[src/rtl/decode_stage.sv]
// Pipelined MIPS-subset instruction decoder with a valid/ready handshake on both
// sides, a 2-entry skid buffer, flush, and a saturating count of retired decodes.
module decode_stage #(
  parameter int DATA_W  = 32,
  parameter int PC_W    = 32,
  parameter int ALUOP_W = 3,
  parameter int COUNT_W = 16
) (
  input  logic               clk,
  input  logic               rst_n,
  input  logic [31:0]        instruction,
  input  logic [PC_W-1:0]    in_pc,
  input  logic               in_valid,
  output logic               in_ready,
  input  logic               flush,
  output logic               out_valid,
  input  logic               out_ready,
  output logic [PC_W-1:0]    out_pc,
  output logic [4:0]         Rs,
  output logic [4:0]         Rt,
  output logic [4:0]         Rd,
  output logic [DATA_W-1:0]  Imm,
  output logic [ALUOP_W-1:0] ALUOp,
  output logic               RegWr,
  output logic               RegDst,
  output logic               ALUSrc,
  output logic               MemOut,
  output logic               DmWr,
  output logic               Branch,
  output logic               BranchNe,
  output logic               Jump,
  output logic               JumpReg,
  output logic               Link,
  output logic               PCWr,
  output logic               illegal,
  output logic [COUNT_W-1:0] decoded_count
);

  typedef enum logic [1:0] {
    EMPTY = 2'd0,
    ONE   = 2'd1,
    TWO   = 2'd2
  } state_t;

  typedef struct packed {
    logic [PC_W-1:0]    pc;
    logic [4:0]         rs;
    logic [4:0]         rt;
    logic [4:0]         rd;
    logic [DATA_W-1:0]  imm;
    logic [ALUOP_W-1:0] aluop;
    logic               regwr;
    logic               regdst;
    logic               alusrc;
    logic               memout;
    logic               dmwr;
    logic               branch;
    logic               branch_ne;
    logic               jump;
    logic               jump_reg;
    logic               link;
    logic               pcwr;
    logic               illegal;
  } bundle_t;

  localparam logic [5:0] OP_RTYPE = 6'h00;
  localparam logic [5:0] OP_J     = 6'h02;
  localparam logic [5:0] OP_JAL   = 6'h03;
  localparam logic [5:0] OP_BEQ   = 6'h04;
  localparam logic [5:0] OP_BNE   = 6'h05;
  localparam logic [5:0] OP_ADDI  = 6'h08;
  localparam logic [5:0] OP_LW    = 6'h23;
  localparam logic [5:0] OP_SW    = 6'h2B;

  localparam logic [5:0] FN_JR    = 6'h08;
  localparam logic [5:0] FN_ADD   = 6'h20;
  localparam logic [5:0] FN_SUB   = 6'h22;
  localparam logic [5:0] FN_AND   = 6'h24;
  localparam logic [5:0] FN_OR    = 6'h25;
  localparam logic [5:0] FN_SLT   = 6'h2A;

  localparam logic [ALUOP_W-1:0] ALU_ADD = ALUOP_W'(0);
  localparam logic [ALUOP_W-1:0] ALU_SUB = ALUOP_W'(1);
  localparam logic [ALUOP_W-1:0] ALU_AND = ALUOP_W'(2);
  localparam logic [ALUOP_W-1:0] ALU_OR  = ALUOP_W'(3);
  localparam logic [ALUOP_W-1:0] ALU_SLT = ALUOP_W'(4);

  logic [5:0] opcode;
  logic [5:0] funct;
  bundle_t    dec;

  assign opcode = instruction[31:26];
  assign funct  = instruction[5:0];

  // Unsupported encodings leave every control bit at its default of zero, so
  // only the illegal flag and the raw fields travel downstream.
  always_comb begin
    // NOTE: every field gets a default before the case so no path leaves it
    // unassigned, which would otherwise infer a latch.
    dec     = '0;
    dec.pc  = in_pc;
    dec.rs  = instruction[25:21];
    dec.rt  = instruction[20:16];
    dec.rd  = instruction[15:11];
    dec.imm = {{(DATA_W-16){instruction[15]}}, instruction[15:0]};
    case (opcode)
      OP_RTYPE: begin
        case (funct)
          FN_ADD:  begin dec.regwr = 1'b1; dec.aluop = ALU_ADD; end
          FN_SUB:  begin dec.regwr = 1'b1; dec.aluop = ALU_SUB; end
          FN_AND:  begin dec.regwr = 1'b1; dec.aluop = ALU_AND; end
          FN_OR:   begin dec.regwr = 1'b1; dec.aluop = ALU_OR;  end
          FN_SLT:  begin dec.regwr = 1'b1; dec.aluop = ALU_SLT; end
          FN_JR:   dec.jump_reg = 1'b1;
          default: dec.illegal  = 1'b1;
        endcase
      end
      OP_ADDI: begin
        dec.regwr  = 1'b1;
        dec.regdst = 1'b1;
        dec.alusrc = 1'b1;
      end
      OP_LW: begin
        dec.regwr  = 1'b1;
        dec.regdst = 1'b1;
        dec.alusrc = 1'b1;
        dec.memout = 1'b1;
      end
      OP_SW: begin
        dec.dmwr   = 1'b1;
        dec.alusrc = 1'b1;
      end
      OP_BEQ: begin
        dec.branch = 1'b1;
        dec.aluop  = ALU_SUB;
      end
      OP_BNE: begin
        dec.branch_ne = 1'b1;
        dec.aluop     = ALU_SUB;
      end
      OP_J:   dec.jump = 1'b1;
      OP_JAL: begin
        dec.jump  = 1'b1;
        dec.link  = 1'b1;
        dec.regwr = 1'b1;
        dec.rd    = 5'd31;
      end
      default: dec.illegal = 1'b1;
    endcase
    dec.pcwr = dec.branch | dec.branch_ne | dec.jump | dec.jump_reg;
  end

  state_t            state_q, state_d;
  bundle_t           head_q, skid_q;
  logic              in_ready_q, out_valid_q;
  logic [COUNT_W-1:0] count_q;

  logic accept, drain;
  logic head_from_dec, head_from_skid, skid_from_dec;

  assign accept = in_valid & in_ready_q;
  assign drain  = out_valid_q & out_ready;

  always_comb begin
    state_d        = state_q;
    head_from_dec  = 1'b0;
    head_from_skid = 1'b0;
    skid_from_dec  = 1'b0;
    if (flush) begin
      state_d = EMPTY;
    end else begin
      case (state_q)
        EMPTY: begin
          if (accept) begin
            state_d       = ONE;
            head_from_dec = 1'b1;
          end
        end
        ONE: begin
          if (accept && drain) begin
            head_from_dec = 1'b1;
          end else if (accept) begin
            state_d       = TWO;
            skid_from_dec = 1'b1;
          end else if (drain) begin
            state_d = EMPTY;
          end
        end
        TWO: begin
          if (drain) begin
            state_d        = ONE;
            head_from_skid = 1'b1;
          end
        end
        default: state_d = EMPTY;
      endcase
    end
  end

  // Handshake flags are flopped from the next state so neither side sees a
  // combinational path through this stage.
  always_ff @(posedge clk or negedge rst_n) begin
    if (!rst_n) begin
      // NOTE: the buffer entries are reset too, because the outputs they drive
      // must read zero out of reset, not merely be qualified by out_valid.
      state_q     <= EMPTY;
      head_q      <= '0;
      skid_q      <= '0;
      in_ready_q  <= 1'b1;
      out_valid_q <= 1'b0;
      count_q     <= '0;
    end else begin
      // NOTE: non-blocking assignments so every register samples pre-edge values.
      state_q     <= state_d;
      in_ready_q  <= (state_d != TWO);
      out_valid_q <= (state_d != EMPTY);
      if (head_from_dec) begin
        head_q <= dec;
      end else if (head_from_skid) begin
        head_q <= skid_q;
      end
      if (skid_from_dec) begin
        skid_q <= dec;
      end
      if (drain && (count_q != {COUNT_W{1'b1}})) begin
        count_q <= count_q + COUNT_W'(1);
      end
    end
  end

  assign in_ready      = in_ready_q;
  assign out_valid     = out_valid_q;
  assign decoded_count = count_q;
  assign out_pc        = head_q.pc;
  assign Rs            = head_q.rs;
  assign Rt            = head_q.rt;
  assign Rd            = head_q.rd;
  assign Imm           = head_q.imm;
  assign ALUOp         = head_q.aluop;
  assign RegWr         = head_q.regwr;
  assign RegDst        = head_q.regdst;
  assign ALUSrc        = head_q.alusrc;
  assign MemOut        = head_q.memout;
  assign DmWr          = head_q.dmwr;
  assign Branch        = head_q.branch;
  assign BranchNe      = head_q.branch_ne;
  assign Jump          = head_q.jump;
  assign JumpReg       = head_q.jump_reg;
  assign Link          = head_q.link;
  assign PCWr          = head_q.pcwr;
  assign illegal       = head_q.illegal;

endmodule

[config.mk]
export PLATFORM = sky130hd
export DESIGN_NAME = decode_stage
export DESIGN_NICKNAME = d
export VERILOG_FILES = /design/src/rtl/decode_stage.sv
export SDC_FILE = /design/constraint.sdc
export NUM_CORES = 1
export LEC_CHECK = 0
export ABC_AREA = 1
export CELL_PAD_IN_SITES_DETAIL_PLACEMENT = 0
export CELL_PAD_IN_SITES_GLOBAL_PLACEMENT = 1
export CORE_MARGIN = 2
export CORE_UTILIZATION = 37
export CTS_CLUSTER_DIAMETER = 100
export DETAILED_ROUTE_END_ITERATION = 8
export GPL_TIMING_DRIVEN = 0
export PLACE_DENSITY = 0.87
export REMOVE_ABC_BUFFERS = 1
export SYNTH_ARGS = -nofsm -noshare
export SYNTH_HDL_FRONTEND = slang
export SYNTH_SLANG_ARGS = --single-unit
[constraint.sdc]
create_clock -name clk -period 1.97 [get_ports clk]
set_input_delay 0.394 -clock clk [delete_from_list [all_inputs] [get_ports clk]]
set_output_delay 0.394 -clock clk [all_outputs]
set_load 0.01 [all_outputs]
== Word-level counts from Yosys, hierarchy flattened ==
Index checks and enable logic that the tools add are counted.

* Word-level logic and storage cells: 111
* Input bits: 69
* Bits in read-only memories: 0
* Latch bits: 0
* Bits in writable memories: 0
* Memories: 0
* Bits in registers: 192

* Reduce and logical (&&, ||, !) cells: 13
* Bitwise gates (word level): 5
* Divide/modulo/power cells: 0
* Multiplexer cells: 35
* Eq/ne operators: 17
* $add $sub $neg: 1
* $mul: 0
* Shifts and indexed selects: 0
* Order comparisons: 0

{| class="wikitable"
|+ Operator list
! kind !! number
|-
| $mux W94 || 2
|-
| $eq A6 B6 Y1 const B || 7
|-
| $mux W1 || 20
|-
| $pmux W4 S5 || 1
|-
| $add A16 B1 Y16 const B || 1
|-
| $ne A16 B16 Y1 const B || 1
|-
| $eq A6 B2 Y1 const B || 2
|-
| $eq A6 B3 Y1 const B || 2
|-
| $eq A6 B4 Y1 const B || 2
|-
| $mux W2 || 6
|-
| $reduce_or A7 Y1 || 1
|-
| $logic_not A6 Y1 || 1
|-
| $pmux W1 S2 || 3
|-
| $pmux W2 S3 || 1
|-
| $pmux W3 S2 || 1
|-
| $reduce_or A2 Y1 || 3
|-
| $reduce_or A3 Y1 || 2
|-
| $reduce_or A6 Y1 || 1
|-
| $mux W5 || 1
|-
| $reduce_bool A2 Y1 || 2
|-
| $or A1 B1 Y1 || 3
|-
| $and A1 B1 Y1 || 2
|-
| $eq A2 B1 Y1 const B || 1
|-
| $eq A2 B2 Y1 const B || 1
|-
| other kinds (3) || 4
|}

== Logic depth before layout (Yosys ltp) ==
Gate-level depths: netlist (run 1).

* Depth in word-level cells: 7
* Depth in mapped cells: 11
* Gate-level depth less buffers: 9

== Least setup slack after synthesis (run 1) ==
Ideal clock, no wire load.

* Path type: flip-flop to flip-flop
* Start point: reg count_q[0], in the netlist decoded_count[0]
* End point: reg count_q[10], in the netlist decoded_count[10]
* Stages on the path, launching flop included: 10
* Buffers on the path: 1
* Library setup time: 0.116 ns
* Arrival time: 1.477 ns
* Clock period less this slack: 1.593 ns
* Setup slack: 0.377 ns
* Data required time: 1.854 ns
* Cells stage by stage: dfrtp_1 ha_1 nand3_2 nor3_2 nand3_1 nand2_1 inv_2 buf_6 nand2_1 nand2_1

* Word-level cells in the longest chain between the ends: 2
* Elaborated cells on any way between the ends: 3

{| class="wikitable"
|+ RTL lines
! element !! line !! RTL
|-
| start, declared || 156 || <nowiki>logic [COUNT_W-1:0] count_q;</nowiki>
|-
| start signal, assigned || 226 || <nowiki>count_q <= count_q + COUNT_W'(1);</nowiki>
|-
| parallel branches: the longest is 2 deep, another holds $add A16 B1 Y16 || -- ||
|}

Several ways; the timed one is not identified.
A chain may end at the register's enable or synchronous reset.

== Worst setup path in the final report (run 1) ==
* Start point: reg in_ready_q, in the netlist in_ready
* End point: out in_ready

{| class="wikitable"
|+ RTL lines
! element !! line !! RTL
|-
| start, declared || 155 || <nowiki>logic in_ready_q, out_valid_q;</nowiki>
|-
| start signal, assigned || 215 || <nowiki>in_ready_q <= (state_d != TWO);</nowiki>
|-
| end, declared || 14 || <nowiki>output logic in_ready,</nowiki>
|}

No word-level cell between the ends.

==> results.md, run 1 <==
- Outcome: finished clean
- Worst skew pair latency: 440 ps
- Design area: 0.01090 mm2
- Slew @ Worst Pin: 880.7 ps
- Dpl hpwl: ~13000 um
- Primary FF master, synth: dfrtp_1
- Drt total wl: roughly 23000 um
- Number of synthesized flops with an enable pin: 0
- Syn_area_per_cell: 8.243 um2
- P&R area growth vs syn: 36.57%
- Pre-CTS WS: -2075 ps
- Most common cell in the synthesized netlist: nand2_1
- Endpoints failing setup: 0
- IO Port Bufs: 180
- Synth Cell Area: 0.007979 mm2
- Worst Path Buf+Inv: 1
- DRC: 0
- First-pass GRT wire length: 35770 um
- Synth cell count leaders: nand2_1 (341), dfrtp_1 (175), nor2_1 (102), o21ai_0 (83), a21oi_1 (66)
- Setup crit end kind: output port
- F_max: 0.5274 GHz
- H-Tree Depth: 4
- Worst vdd ir: approximately 0.0006 V
- Initial Utilization: a little under two fifths
- Final worst slack: between 70 and 80 ps
- Gate Count Post-Synth: 968
- Critical Path RT: 1580 ps
- Area contributors post-synth: dfrtp_1 (55%), nand2_1 (16%), o21ai_0 (5.2%), nor2_1 (4.8%), a21oi_1 (4.1%)
- Tot Pwr: 13.40 mW
- Number of synthesized register bits: 176
- Initial antenna violation count: 2
- Avg WL per Cell: 16.57 um
- Area leader, netlist: dfrtp_1
- # fillers: 2023
- Power per cell area: 1230 mW/mm2
- Storage element area: 0.004408 mm2
- I/O pin count: about 180
- Synth cell types: 32
- RSZ-0062 raised after global routing: no
- Layout cells sized above 1: approximately 8.1%
- Final Util: 51.67%
- Fin crit share: a little over nine tenths
- GRT overflow: 0
- Vias per cell: a little under 5
- Slew Limit Fails: 0
- Fin Setup TNS: 0 ps
- Die H: 150.9 um
- CP Cell Sequence: clkdlybuf4s50_1
- Die footprint: 0.02276 mm2
- Multi-input logic area: 0.003100 mm2
- DRT iter0 DRCs: between 400 and 500
- Clk_skew: between 10 and 15 ps
- CP top delay family: buffers and inverters
- Post-synth ARST share: 100.0%
- Total global-route track usage: between 20% and 30%
- Longest Clk Path Bufs: 2
- First-pass DRT Iterations: 9
- Slew margin rel.: 41.23%
- # Max-Cap Violations: 0
- GPL Wtd Cong: 0.7894
- CP startpoint kind: flop
- Yosys Warn Count: 0
- Register-to-Register Setup Slack: 110 ps
- CP max FO: 2
- Worst path max stage delay: about 540 ps
- Die W: 150.9 um
- Clock Pin Slew Worst Setup and Hold Paths: 80 ps
- # rows: 53
- Clock Sinks: 176
- Fin nets: 1199
- Hold Fails Final Rpt: 0
- TritonCTS Buffers: 17
- Register area share after synthesis: between 50% and 60%
- Worst Path Arrival: 1500 ps
- Min cycle time layout: 1896 ps
- Via count: 6978
- Slowest CP cell: clkdlybuf4s50_1
- Number of global-route vias before repair: 6574
- Largest net degree at the start of global routing: 98
- Clock root buffer master: clkbuf_16
- Post-route non-filler standard cell count: 1418
- Leakage: 4.990 nW
- CTS tree: done
- Critical path class: reg2out
- Yosys top cell area share: 54.88%
- Hold_ws: 468.6 ps
- Placed insts: 1364
- Hold Path Class: reg2reg
- Detail Route Antenna Nets: 0
- DP Area: 0.009894 mm2
- Core Area: 0.02109 mm2
cells by family (layout without fill, tap and decap cells):
kind of cell,after synthesis,count (layout),share of synthesized area (%)
buf+inv,108,280,6.947
compound gates,174,174,11.46
flops,176,176,55.21
simple gates,495,497,24.68
xor+xnor,14,14,1.537
other cells,0,1,0
fa+ha+maj,1,1,0.1568
report_power, final:
group / switching (mW) / internal (mW)
clock: 1.65 / 1.72
combinational: 2.09 / 2.29
sequential: 0.747 / 4.91
total: 4.48 / 8.92
sequential cells by signal, summed over array words and instances, names as in the netlist, 2 cells and up:
| signal | cells |
|---|---|
| ALUOp | 3 |
| decoded_count | 16 |
| out_pc | 32 |
| state_q | 2 |
| Imm | 16 |
| Rs | 5 |
| skid_q | 78 |
| Rd | 5 |
| Rt | 5 |
final cells by class:
class | instances | share of cell area (%)
well taps | 275 | 3.158
repair buffers | 203 | 20.52
clock buffers | 18 | 4.030
clock inverters | 14 | 1.298
flip-flops and latches | 176 | 40.45
multi-input cells | 686 | 28.45
diodes | 1 | 0.02296
repair inverters | 2 | 0.2067
inverters | 43 | 1.860
metal layers:
metal / track usage [%] / up-vias / routed length, um
met5: 0 / - / 16
met4: 4.533 / 2 / 190
met3: 7.440 / 15 / 1693
met2: 31.98 / 186 / 10670
met1: 27.19 / 3374 / 10920
li1: - / 3401 / -
worst paths after layout:
kind / start / to / depth (start not counted)
min reg2reg: skid_q[92] / skid_q[92] / 2
max reg2reg: in_ready / Rd[1] / 12
max: in_ready / in_ready / 1
min in group asynchronous: rst_n / Imm[5] / 2
max in group asynchronous: rst_n / Rs[1] / 3
min: skid_q[92] / skid_q[92] / 2
cell usage in the layout (no fill, tap or decap), types with 9 or more instances in the layout:
master           count
nor2_1             101
dfrtp_1            173
nand3_1             27
o21ai_1             10
a21oi_1             66
inv_1               35
nand2_1            337
clkbuf_16           19
xor2_1               9
clkdlybuf4s50_1    179
o21ai_0             82
what timing repair did:
item	4_1_cts	5_1_grt
setup endpoints to repair	186	86
resized for setup	23	15
gates cloned	4	4
setup buffers	7	5
hold buffers	1	0
pin swaps	2	1
hold endpoints to repair	79	0
Note: power is estimated with default switching activity, not from simulation.
==> run 2: changes to the inputs <==
--- a/config.mk
+++ b/config.mk
@@ -14,7 +14,6 @@
 export DETAILED_ROUTE_END_ITERATION = 8
 export GPL_TIMING_DRIVEN = 0
 export PLACE_DENSITY = 0.87
-export REMOVE_ABC_BUFFERS = 1
 export SYNTH_ARGS = -nofsm -noshare
 export SYNTH_HDL_FRONTEND = slang
 export SYNTH_SLANG_ARGS = --single-unit
==> constraint.sdc (replaced) <==
create_clock -name clk -period 2.15 [get_ports clk]
set_input_delay 0.43 -clock clk [delete_from_list [all_inputs] [get_ports clk]]
set_output_delay 0.43 -clock clk [all_outputs]
set_load 0.01 [all_outputs]
==> run 2 against run 1 <==
  * Critical path depth grew 2
  * Clock power fell by 9.2%
  * Worst hold slack worse by 3.6 ps
  * Setup slack improved by 37 ps
  * Global-route usage up 0.43 points
  * Utilization is 0.66 points lower
  * First-iteration DRC count fell by 21%
==> results.md, run 2 (synthesized netlist as in run 1, its figures left out) <==
- Mapped Nets: 1038
- Drt total wl: 23010 um
- Layout cells sized above 1: 9.383%
- Avg WL per Cell: about 16 um
- H-Tree Depth: 4
- Vias per cell: 4.835
- Worst path max stage delay: 470 ps
- Most frequent cells in the layout: nand2_1 (341), clkdlybuf4s50_1 (179), dfrtp_1 (174)
- Number of global-route vias before repair: 6899
- DRT iter0 DRCs: about 350
- Worst Path Arrival: roughly 1600 ps
- # rows: 53
- Most common cell after layout, fill and taps aside: nand2_1
- Min cycle time layout: around 2000 ps
- First-pass GRT wire length: 36630 um
- First-pass DRT Iterations: 6
- Initial antenna violation count: 1
- Clk_skew: 11.15 ps
- Total global-route track usage: 20.83%
- IO Port Bufs: 180
- Outcome: finished clean
- CP max FO: 9
- DP Area: 0.01016 mm2
- Fin crit share: 94.85%
- Slew @ Worst Pin: 733.4 ps
- Critical Path RT: 1720 ps
- Slowest CP cell: clkdlybuf4s50_1
- # Max-Cap Violations: 0
- Die footprint: 0.02276 mm2
- Hold Path Class: reg2reg
- Dpl hpwl: between 15000 and 20000 um
- N_diodes: 0
- Fin Setup TNS: 0 ps
- Die W: 150.9 um
- RSZ-0062 raised after global routing: no
- Die H: 150.9 um
- Worst skew pair latency: 420 ps
- Via count: between 7000 and 8000
- Leakage: between 5 and 6 nW
- Initial Utilization: 37.84%
- CP Cell Sequence: clkbuf_4 > buf_4 > clkdlybuf4s50_1
- Critical path class: reg2out
- GRT overflow: 0
- Hold Fails Final Rpt: 0
- Fin nets: 1241
- Detail Route Antenna Nets: 0
- Slew margin rel.: 51.11%
- Worst Path Buf+Inv: 3
- GPL Wtd Cong: 0.9088
- Largest net degree at the start of global routing: 115
- CP top delay family: buffers and inverters
- Core Area: 0.02109 mm2
- TritonCTS Buffers: 17
- Final worst slack: 110.6 ps
- Worst vdd ir: between 0.0006 and 0.0007 V
- Clock Pin Slew Worst Setup and Hold Paths: 60 ps
- DRC: 0
- Max FFs per register: 78
- CP startpoint kind: flop
- I/O pin count: 181
- CTS tree: done
- Slew Limit Fails: 0
- Clock Sinks: 176
- Endpoints failing setup: 0
- Longest Clk Path Bufs: 2
- F_max: between 0.4 and 0.5 GHz
- Setup crit end kind: output port
- Design area: 0.01076 mm2
- Pre-CTS WS: -181.3 ps
- Clock root buffer master: clkbuf_16
- P&R area growth vs syn: 34.81%
- Top reg by flops: skid_q
- Power per cell area: between 1000 and 1500 mW/mm2
[run 2: cell count changes in the layout (fill, tap and decap cells not counted), sizes merged]
cell / change
buf: +32
clkbuf: +18
inv: -8
bufinv: +2
bufbuf: -1
clkinv: -1
clkinvlp: +1
diode: -1
nand2: -1
nor2: -1
[run 2: worst paths after layout]
check	from	endpoint	cells past startpoint	slack, ps
worst max register to register	decoded_count[0]	decoded_count[11]	9	290
max in group asynchronous	rst_n	out_pc[28]	3	650
min in group asynchronous	rst_n	decoded_count[10]	2	550
worst min register to register	skid_q[86]	skid_q[86]	2	460
worst min-delay path	skid_q[86]	skid_q[86]	2	460
worst max-delay path	Imm[30]	Imm[30]	3	110
[run 2: what timing repair did]
| item | CTS | global route |
|---|---|---|
| hold buffers | 1 | 0 |
| hold endpoints to repair | 61 | 0 |
| gates resized for setup | 1 | 0 |
| endpoints found under the setup margin | 17 | 16 |
| setup buffers | 0 | 2 |
[run 2: power breakdown]
part | internal, mW | switching, mW | total [mW]
clock | 1.76 | 1.30 | 3.06
combinational | 2.18 | 1.88 | 4.06
sequential | 4.50 | 0.701 | 5.20
total | 8.45 | 3.88 | 12.3
[run 2: layer usage]
metal,vias up,GRT usage [%],share of wire [%]
met2,206,32.34,46
met4,0,5.607,1.7
met5,-,0,0
met1,3346,29.14,45
met3,23,5.271,6.7
li1,3474,-,-
[run 2: cell type report]
cell class | count | area (um2)
well taps | 275 | 344.1
clock buffers | 21 | 460.4
inverters | 43 | 161.4
plain buffers | 65 | 392.9
multi-input cells | 684 | 3019
flip-flops and latches | 176 | 4407
clock inverters | 10 | 112.6
fillers | 2046 | 10330
repair buffers | 184 | 1859
[run 2: metrics by stage]
step / total power [mW] / instances / utilization (%) / hold slack (ps)
3_5_place_dp: 9.322 / 1424 / 48.17 / 416.2
3_3_place_gp: 9.214 / 1423 / 48.01 / 447.7
2_1_floorplan: 7.108 / 968 / - / 134.4
5_1_grt: 13.16 / 1458 / 51.01 / 484.6
4_1_cts: 12.43 / 1456 / 50.94 / 469.1
6_report: 12.33 / 1458 / 51.01 / 464.9
[run 2: tightest hold or removal path, stage by stage (launching register included)]
cell     delay (ps)
dfrtp_1         340
nand2_1          50
nand2_1          40
==> run 3: changes to the inputs <==
--- a/config.mk
+++ b/config.mk
@@ -11,8 +11,8 @@
 export CORE_MARGIN = 2
 export CORE_UTILIZATION = 37
 export CTS_CLUSTER_DIAMETER = 100
+export CTS_CLUSTER_SIZE = 8
 export DETAILED_ROUTE_END_ITERATION = 8
-export GPL_TIMING_DRIVEN = 0
 export PLACE_DENSITY = 0.87
 export SYNTH_ARGS = -nofsm -noshare
 export SYNTH_HDL_FRONTEND = slang
==> run 3 against run 2 <==
  * Combinational power is 6.7% lower
  * Via count is 2.3% lower
  * Non-clock buffer count is 43 lower
  * Fmax is 2.6% higher
  * Register-to-register slack better by 40 ps
  * Flip-flop and latch count stayed put
  * Largest power group unchanged
  * Worst hold slack worse by 1.1 ps
==> results.md, run 3 (synthesized netlist as in run 1, its figures left out) <==
- Avg WL per Cell: 14.83 um
- Slew margin rel.: 72.43%
- Vias per cell: just under 5
- Min cycle time layout: about 2000 ps
- Fin Setup TNS: 0 ps
- Detail Route Antenna Nets: 0
- RSZ-0062 raised after global routing: no
- Slew Limit Fails: 0
- CTS tree: done
- N_diodes: 0
- DRT iter0 DRCs: 373
- Clock Pin Slew Worst Setup and Hold Paths: approximately 60 ps
- # rows: 53
- Hold_ws: 463.9 ps
- Core Area: 0.02109 mm2
- Longest Clk Path Bufs: 2
- Critical Path RT: 1720 ps
- Worst path max stage delay: 600 ps
- Storage element area: 0.004407 mm2
- Hold Fails Final Rpt: 0
- Clk_skew: 4.895 ps
- F_max: around 0.50 GHz
- Top reg by flops: skid_q
- Max FFs per register: just under 80
- Worst Path Buf+Inv: 1
- Worst vdd ir: ~0.00058 V
- Die H: 150.9 um
- TritonCTS Buffers: 17
- GPL Wtd Cong: 0.8486
- Mapped Nets: 1038
- Post-CTS Setup Inserts: 0
- GRT overflow: 0
- Slowest CP cell: clkdlybuf4s50_1
- # Max-Cap Violations: 0
- DRC: 0
- Drt total wl: ~21000 um
- Outcome: finished clean
- First-pass DRT Iterations: 5
- Power per cell area: approximately 1100 mW/mm2
- CP startpoint kind: flop
- Number of global-route vias before repair: 6703
- Dpl hpwl: 14210 um
- Clock root buffer master: clkbuf_16
- Die W: 150.9 um
- Most frequent cells in the layout: nand2_1 (340), clkdlybuf4s50_1 (179), dfrtp_1 (174)
- Most common cell after layout, fill and taps aside: nand2_1
- Die footprint: 0.02276 mm2
- Initial antenna violation count: 0
- Total global-route track usage: 19.13%
- CP max FO: 18
- First-pass GRT wire length: 34370 um
- Clock Sinks: roughly 180
- CP top delay family: buffers and inverters
- Fin crit share: about 92%
- Worst Path Arrival: 1560 ps
- Hold Path Class: reg2reg
- Slew @ Worst Pin: 413.5 ps
- Critical path class: reg2out
- # fillers: 2028
- Setup crit end kind: output port
- IO Port Bufs: 180
- Leakage: between 4 and 5 nW
- Endpoints failing setup: 0
- I/O pin count: 181
- Worst skew pair latency: 420 ps
- P&R area growth vs syn: 34.23%
- H-Tree Depth: 4
- Largest net degree at the start of global routing: 61
- Initial Utilization: around 38%
- CP Cell Sequence: clkdlybuf4s50_1
- Via count: 6889
- Multi-input logic area: 0.003027 mm2
- Layout cells sized above 1: under 10%
- Fin nets: 1198
[run 3: cell count changes in the layout (fill, tap and decap cells not counted), sizes merged]
cell,delta
clkinv,-3
buf,-26
clkbuf,-13
clkinvlp,-1
[run 3: area by class of cell]
type                            count  share of cell area, %
Tap cell                          275                  3.213
Inverter                           43                  1.507
Sequential cell                   176                  41.14
Clock inverter                      6                 0.7710
Clock buffer                       25                  4.439
Multi-Input combinational cell    684                  28.26
Timing Repair Buffer              206                  20.67
[run 3: routing by layer]
metal | part of all wire [%] | global-route usage, % | vias to the layer above
li1 | - | - | 3394
met1 | 46 | 25.89 | 3295
met2 | 47 | 31.02 | 180
met3 | 5.7 | 4.578 | 20
met4 | 1.4 | 5.000 | 0
met5 | 0 | 0 | -
[run 3: stage by stage]
stage / power (mW) / utilization [%] / cell area, um2 / instances / setup WS (ps)
floorplan: 7.108 / - / 7979 / 968 / 557.0
global placement: 9.048 / 48.09 / 10140 / 1383 / 48.09
detailed placement: 9.144 / 48.09 / 10140 / 1383 / 30.33
CTS: 12.20 / 50.79 / 10710 / 1415 / 141.6
global route: 12.89 / 50.79 / 10710 / 1415 / 92.64
finish: 12.07 / 50.79 / 10710 / 1415 / 161.4
[run 3: where the power goes]
group          leakage [nW]  internal [mW]  total [mW]  switching, mW
Sequential             2.18           4.51        5.26          0.759
Clock                 0.271           1.76        3.01           1.25
Combinational          2.48           2.03        3.79           1.76
Total                  4.93           8.30        12.1           3.77
[run 3: timing repair]
| item | 4_1_cts | 5_1_grt |
|---|---|---|
| gates resized for setup | 1 | 0 |
| hold buffers | 1 | 0 |
| endpoints found under the hold margin | 34 | 0 |
| endpoints found under the setup margin | 17 | 0 |
[run 3: final timing paths]
check,cells past startpoint,startpoint,to,slack (ps)
max in group asynchronous,3,rst_n,Imm[10],1010
worst min-delay path,2,skid_q[23],skid_q[23],460
worst max-delay path,1,Imm[30],Imm[15],160
worst min register to register,2,skid_q[23],skid_q[23],460
worst max register to register,8,decoded_count[0],decoded_count[15],330
min in group asynchronous,2,rst_n,decoded_count[13],490
